==> config.mk <==
export PLATFORM = sky130hd
export DESIGN_NAME = hazard_ctrl
export DESIGN_NICKNAME = d
export VERILOG_FILES = /design/src/rtl/hazard_ctrl.sv
export SDC_FILE = /design/constraint.sdc
export NUM_CORES = 1
export LEC_CHECK = 0
export BUFFER_PORTS_ARGS = -buffer_cell sky130_fd_sc_hd__buf_2
export CAP_MARGIN = 15
export CORE_MARGIN = 2
export CORE_UTILIZATION = 51
export CTS_BUF_LIST = sky130_fd_sc_hd__clkbuf_4 sky130_fd_sc_hd__clkbuf_8
export CTS_CLUSTER_DIAMETER = 30
export DETAILED_ROUTE_END_ITERATION = 7
export PLACE_DENSITY = 0.95
export SYNTH_ARGS = -nofsm -noshare
export SYNTH_HDL_FRONTEND = slang
export SYNTH_SLANG_ARGS = --single-unit
export TNS_END_PERCENT = 50
==> constraint.sdc <==
create_clock -name clk -period 4.6 [get_ports clk]
set_input_delay 0.69 -clock clk [delete_from_list [all_inputs] [get_ports clk]]
set_output_delay 0.69 -clock clk [all_outputs]
set_load 0.02 [all_outputs]
==> src/rtl/hazard_ctrl.sv <==
// Pipeline hazard/stall controller: drives the IF/ID and ID/EX register control pins.
// It handles load-use bubbles, memory freezes, branch flushes, HLT drain, and counts stall cycles.
module hazard_ctrl #(
  parameter logic [3:0] OPC_LW    = 4'h8,
  parameter logic [3:0] OPC_SW    = 4'h9,
  parameter logic [3:0] OPC_HLT   = 4'hF,
  parameter int         DRAIN_CYC = 3,
  parameter int         CNT_W     = 16
) (
  input  logic             clk,
  input  logic             rst,
  input  logic [15:0]      ifid_inst,
  input  logic [15:0]      idex_inst,
  input  logic             br_taken,
  input  logic             imem_busy,
  input  logic             dmem_busy,
  output logic             pc_write,
  output logic             ifid_write,
  output logic             ifid_flush,
  output logic             idex_write,
  output logic             idex_stall_reset,
  output logic             idex_flush,
  output logic             halted,
  output logic [CNT_W-1:0] stall_cnt
);

  localparam int DW = (DRAIN_CYC > 1) ? $clog2(DRAIN_CYC) : 1;

  typedef enum logic [1:0] {
    ST_RUN,
    ST_MEM_WAIT,
    ST_DRAIN,
    ST_HALTED
  } state_t;

  state_t           state_reg, state_next;
  logic [DW-1:0]    drain_cnt_reg, drain_cnt_next;
  logic [CNT_W-1:0] stall_cnt_reg;

  logic [3:0] id_op;
  logic [3:0] ex_rd;
  logic       load_use;
  logic       stall_inc;
  logic       unused_ok;

  assign id_op     = ifid_inst[15:12];
  assign ex_rd     = idex_inst[11:8];
  assign unused_ok = ^idex_inst[7:0];

  // A store reads its data register from the rd field, so it also depends on the load.
  assign load_use = (idex_inst[15:12] == OPC_LW) && (ex_rd != 4'd0) &&
                    ((ex_rd == ifid_inst[7:4]) || (ex_rd == ifid_inst[3:0]) ||
                     ((id_op == OPC_SW) && (ex_rd == ifid_inst[11:8])));

  always_comb begin
    pc_write         = 1'b0;
    ifid_write       = 1'b0;
    ifid_flush       = 1'b0;
    idex_write       = 1'b0;
    idex_stall_reset = 1'b0;
    idex_flush       = 1'b0;
    halted           = 1'b0;
    state_next       = state_reg;
    drain_cnt_next   = drain_cnt_reg;

    case (state_reg)
      ST_RUN, ST_MEM_WAIT: begin
        if (dmem_busy) begin
          state_next = ST_MEM_WAIT;
        end else begin
          state_next = ST_RUN;
          if (load_use) begin
            idex_write       = 1'b1;
            idex_stall_reset = 1'b1;
          end else if (id_op == OPC_HLT) begin
            // HLT moves on to EX while fetch stops; the drain counts the remaining stages.
            ifid_write     = 1'b1;
            ifid_flush     = 1'b1;
            idex_write     = 1'b1;
            state_next     = ST_DRAIN;
            drain_cnt_next = DW'(DRAIN_CYC - 1);
          end else if (imem_busy) begin
            ifid_write = 1'b1;
            ifid_flush = 1'b1;
            idex_write = 1'b1;
          end else if (br_taken) begin
            pc_write   = 1'b1;
            ifid_write = 1'b1;
            ifid_flush = 1'b1;
            idex_write = 1'b1;
          end else begin
            pc_write   = 1'b1;
            ifid_write = 1'b1;
            idex_write = 1'b1;
          end
        end
      end
      ST_DRAIN: begin
        if (!dmem_busy) begin
          ifid_write = 1'b1;
          ifid_flush = 1'b1;
          idex_write = 1'b1;
          idex_flush = 1'b1;
          if (drain_cnt_reg == '0) begin
            state_next = ST_HALTED;
          end else begin
            drain_cnt_next = drain_cnt_reg - 1'b1;
          end
        end
      end
      default: begin
        halted = 1'b1;
      end
    endcase

    if (rst) begin
      pc_write         = 1'b0;
      ifid_write       = 1'b0;
      ifid_flush       = 1'b0;
      idex_write       = 1'b0;
      idex_stall_reset = 1'b0;
      idex_flush       = 1'b0;
      halted           = 1'b0;
    end
  end

  assign stall_inc = ((state_reg == ST_RUN) || (state_reg == ST_MEM_WAIT)) && !pc_write;

  always_ff @(posedge clk or posedge rst) begin
    if (rst) begin
      state_reg     <= ST_RUN;
      drain_cnt_reg <= '0;
      stall_cnt_reg <= '0;
    end else begin
      state_reg     <= state_next;
      drain_cnt_reg <= drain_cnt_next;
      if (stall_inc && (stall_cnt_reg != {CNT_W{1'b1}})) begin
        stall_cnt_reg <= stall_cnt_reg + 1'b1;
      end
    end
  end

  assign stall_cnt = stall_cnt_reg;

endmodule

==> results.yml, run 1 <==
cts:
  cts_made_buffers: 3
  clkLatencyLatePin_ps: 310
  cts_sinks: 20
  root_buffer: "clkbuf_4"
  post_cts_buffers: 0
  cts-resized-gates: 0
  clk_pin_slew_ps: 110
  hold_buffers: 0
  cts_tree: "built"
  cts_buffer_depth: 2
  h-tree-depth: 1
grt:
  grt_pass1_wl_um: 4284
  antenna_found_initial: 0
  grt-ovfl-total: 0
  grt_pass1_vias: 1029
  grtUsageTotal_pct: 20.46
  grt_max_degree: 22
synthesis:
  ys_seq_area_share_pct: 39.68
  synth_area_sq_um: 1261
  synth_enable_flop_cells: 0
  ys_seq_elements: 20
  syn_inst: 122
  synth.distinct_cells: 33
  yosys_warnings: 0
  synthesis.nets: 161
  ys_async_sr_fraction_pct: 100.0
  avgSynthCellArea_sq_um: 10.34
  synthFlopType: "dfrtp_1"
finish:
  largest_reg_flops: 16
  layout-drive-gt1-share_pct: 38.51
  instances_no_fill: 204
  diodes: 0
  utilization_pct: 65.16
  final_nets: 214
  mostFrequentLayoutCells: "51 x buf_2, 20 x dfrtp_1, 16 x xnor2_1"
  layout_commonest_cell: "buf_2"
  area_growth_pct: 24.50
  stdcell_area_sq_um: 1570
pwr:
  p_sw_mw: 0.2249
  p_int_mw: 0.3669
  pwr-share-comb_pct: 38.0
  p_sw_share_pct: 38.01
  leakage_nw: 0.8048
  clockPowerShare_pct: 17.2
  pwr-share-seq_pct: 44.7
  finalPower_mw: 0.5918
  max-vdd-ir-drop_uv: 272.5
  powerDensity_nw_per_um2: 376.9
timing:
  worstMarginPinSlew_ps: 751.3
  rsz0062_at_grt: "no"
  fin_ws_ps: 1853
  period_minus_slack_ps: 2747
  period_share_pct: 59.71
  slew_violations: 0
  hold_viol_final: 0
  timing.hold.ws_ps: 487.4
  max_freq_mhz: 364.1
  fin_skew_ps: 6.791
  setup_viol: 0
  maxSlewHeadroom_pct: 49.86
  tns_ps: 0
min_path:
  worstHoldPathCells: 1
  min_path_type: "reg2reg"
critical_path:
  reg2regPathDepth: 6
  worst_setup_path_start_kind: "primary input"
  crit_type: "in2out"
  path_max_fanout: 5
  cp-end-kind: "output port"
  arrival_ps: 2060
  required_ps: 3910
placed_design:
  io_buffers: 51
  gp_congestion: 0.7908
  post-dp-hpwl_um: 2160
  preCtsSetupSlack_ps: 1855
  place_inst: 200
  place_area_sq_um: 1534
floorplan:
  io_pins: 60
  die_w_um: 53.73
  std_cell_rows: 18
  start_util_pct: 52.34
  die-area_sq_um: 2887
  core_sq_um: 2410
  die-height_um: 53.73
job:
  max-cap-violations: 0
drt:
  drtAntennaViolNets: 0
  drc: 0
  wl_per_cell_um: 13.40
  drt_iter0_markers: 11
  vias: 1108
  wirelength_um: 2733
  first_pass_iters: 4
  viasPerCell: 5.431
status:
  status: "finished clean"
## kinds of logic (layout without fill, tap and decap cells)
family | after synthesis | count (layout) | synth area share, %
AND/OR/NAND/NOR | 49 | 49 | 25.50
XOR/XNOR | 28 | 28 | 19.44
flip-flops | 20 | 20 | 39.68
AO/OA/AOI/OAI | 13 | 13 | 8.532
buffers and inverters | 8 | 60 | 3.075
adder cells (fa/ha/maj) | 2 | 2 | 1.984
multiplexers | 2 | 2 | 1.786
## worst paths after layout
check	startpoint	endpoint	slack [ps]
min	stall_cnt[12]$_DFFE_PP0P_	stall_cnt[12]$_DFFE_PP0P_	490
max in group asynchronous	rst	drain_cnt_reg[0]$_DFFE_PP0P_	3590
min reg2reg	stall_cnt[12]$_DFFE_PP0P_	stall_cnt[12]$_DFFE_PP0P_	490
max	idex_inst[9]	ifid_flush	1850
min in group asynchronous	rst	stall_cnt[7]$_DFFE_PP0P_	530
max reg2reg	stall_cnt[0]$_DFFE_PP0P_	stall_cnt[11]$_DFFE_PP0P_	2270
## layout make-up
cell class | count | area [sq um]
inverters | 5 | 18.77
well taps | 30 | 37.54
fillers | 203 | 839.6
clock buffers | 4 | 36.28
multi-input cells | 94 | 721.9
flip-flops and latches | 20 | 500.5
repair buffers | 51 | 255.2
## critical path, stage by stage
cell and delay (ps):
buf_2 130, xor2_1 180, nor4_1 280, a211o_1 170, nand2_1 130, o21a_1 160
o21a_1 160, buf_2 150
## power by group through the flow
stage | Clock, mW | Sequential [mW] | Combinational [mW]
3_3_place_gp | 0 | 0.263 | 0.218
2_1_floorplan | 0 | 0.289 | 0.128
4_1_cts | 0.104 | 0.265 | 0.229
6_report | 0.102 | 0.265 | 0.225
3_5_place_dp | 0 | 0.268 | 0.228
5_1_grt | 0.108 | 0.273 | 0.250
## layer usage
layer	GRT usage (%)	wire length (um)
met1	23.67	1130
met2	36.99	1352
met3	3.889	215
met4	7.692	35
met5	0	0
## synth_stat cells (2+ instances only)
library cell	count	area, sq um
a21oi_1	3	15.01
and3_1	12	75.07
and4_1	2	17.52
dfrtp_1	20	500.5
ha_1	2	25.02
inv_1	5	18.77
nand2_1	6	22.52
nand3_2	8	80.08
nand4_1	4	25.02
nor2_1	2	7.510
nor3_1	2	10.01
nor4_1	6	37.54
o21a_1	4	30.03
xnor2_1	16	140.1
xor2_1	12	105.1
Note: power is estimated with default switching activity, not from simulation.
==> run 2, diff against run 1 <==
- CORE_UTILIZATION: 51 -> 43
- PLACE_DENSITY: 0.95 -> 0.88
- clock period: 4.6 -> 2.2 ns (I/O delays scaled with it)
==> run 2 against run 1 <==
  * Global-route usage shrank 3.4 points
  * Sequential cell count is the same
  * Sequential share of layout area shrank 0.77 points
==> results.yml, run 2 (synthesis gave the netlist of run 1 again) <==
drt:
  drt_iter0_markers: 38
  drtAntennaViolNets: 0
  drc: 0
  viasPerCell: 5.281
  wl_per_cell_um: 12.77
  wirelength_um: 2681
  first_pass_iters: 4
  vias: 1109
cts:
  cts-resized-gates: 0
  cts_made_buffers: 3
  cts_buffer_depth: 2
  cts_sinks: 20
  cts_tree: "built"
  clk_pin_slew_ps: 110
  post_cts_buffers: 0
  clkLatencyLatePin_ps: 300
  root_buffer: "clkbuf_4"
  h-tree-depth: 1
  hold_buffers: 0
floorplan:
  std_cell_rows: 19
  die_w_um: 58.16
  die-height_um: 58.16
  die-area_sq_um: 3382
  core_sq_um: 2781
  io_pins: 60
  start_util_pct: 45.34
critical_path:
  reg2reg_slack_ps: 360
  arrival_ps: 1740
  worst_setup_path_start_kind: "flip-flop"
  r2r-end: "stall_cnt[1]$_DFFE_PP0P_"
  crit_type: "reg2out"
  required_ps: 1870
  path_max_fanout: 16
  regToRegStartpoint: "stall_cnt[11]$_DFFE_PP0P_"
  reg2regPathDepth: 6
  endpoint: "pc_write"
  cp-end-kind: "output port"
  cp-startpoint: "state_reg[1]$_DFFE_PP0P_"
timing:
  rsz0062_at_grt: "no"
  fin_skew_ps: 6.059
  slew_violations: 0
  period_share_pct: 94.04
  setup_viol: 0
  hold_viol_final: 0
  tns_ps: 0
  worstMarginPinSlew_ps: 272.7
  max_freq_mhz: 483.4
  maxSlewHeadroom_pct: 81.65
  period_minus_slack_ps: 2069
finish:
  layout_commonest_cell: "buf_2"
  largest_reg_flops: 16
  final_nets: 219
  diodes: 0
  layout-drive-gt1-share_pct: 40.22
  area_growth_pct: 27.58
  mostFrequentLayoutCells: "51 x buf_2, 20 x dfrtp_1, 16 x xnor2_1"
placed_design:
  gp_congestion: 0.7307
  post-dp-hpwl_um: 2103
  io_buffers: 51
grt:
  grt-ovfl-total: 0
  grtUsageTotal_pct: 17.05
  grt_pass1_vias: 1054
  antenna_found_initial: 0
  grt_pass1_wl_um: 4533
  grt_max_degree: 21
pwr:
  leakage_nw: 0.8301
  powerDensity_nw_per_um2: 771.5
  max-vdd-ir-drop_uv: 768.6
  finalPower_mw: 1.241
min_path:
  min_path_type: "in2async"
status:
  status: "finished clean"
job:
  max-cap-violations: 0
-- run 2: changes by cell type in the layout (fill, tap and decap cells not counted) --
cell / change
buf_4: +5
-- run 2: worst min-delay path by stage --
stage | startpoint | endpoint | slack [ps] | cells after the start
3_3_place_gp | rst | state_reg[1]$_DFFE_PP0P_ | 420 | 3
3_5_place_dp | rst | state_reg[1]$_DFFE_PP0P_ | 430 | 3
4_1_cts | rst | stall_cnt[1]$_DFFE_PP0P_ | 90 | 3
6_report | rst | stall_cnt[15]$_DFFE_PP0P_ | 90 | 3
5_1_grt | rst | state_reg[1]$_DFFE_PP0P_ | 120 | 3
2_1_floorplan | rst | drain_cnt_reg[0]$_DFFE_PP0P_ | 300 | 1
-- run 2: per-stage QoR --
step | instance area [sq um] | cells | setup WS, ps | util, % | hold WS [ps]
global placement | 1573 | 206 | 228.2 | 56.55 | 421.7
global route | 1609 | 210 | 47.24 | 57.85 | 120.9
finish | 1609 | 210 | 131.2 | 57.85 | 88.78
floorplan | 1261 | 122 | 223.8 | - | 299.3
CTS | 1609 | 210 | 122.0 | 57.85 | 92.24
detailed placement | 1573 | 206 | 198.2 | 56.55 | 427.5
-- run 2: area by class of cell --
class                           count  area [sq um]
Clock buffer                        4         36.28
Fill cell                         255          1172
Inverter                            5         18.77
Multi-Input combinational cell     94         721.9
Sequential cell                    20         500.5
Tap cell                           31         38.79
Timing Repair Buffer               56         292.8
-- run 2: worst max-delay path, cell delays in order (launching register included) --
cell     delay (ps)
dfrtp_1         390
or4_1           550
a21o_4          290
inv_1            70
buf_2           150
-- run 2: metal layers --
layer / global-route usage (%) / part of all wire [%] / vias up
li1: - / - / 554
met1: 21.07 / 44 / 507
met2: 29.87 / 47 / 44
met3: 3.571 / 7.8 / 4
met4: 4.983 / 1.2 / 0
met5: 0 / 0 / -
-- run 2: where the power goes --
group	switching [mW]	internal [mW]	total (mW)
clock network	0.112	0.101	0.212
logic	0.270	0.220	0.490
registers	0.0841	0.455	0.539
total	0.466	0.776	1.24
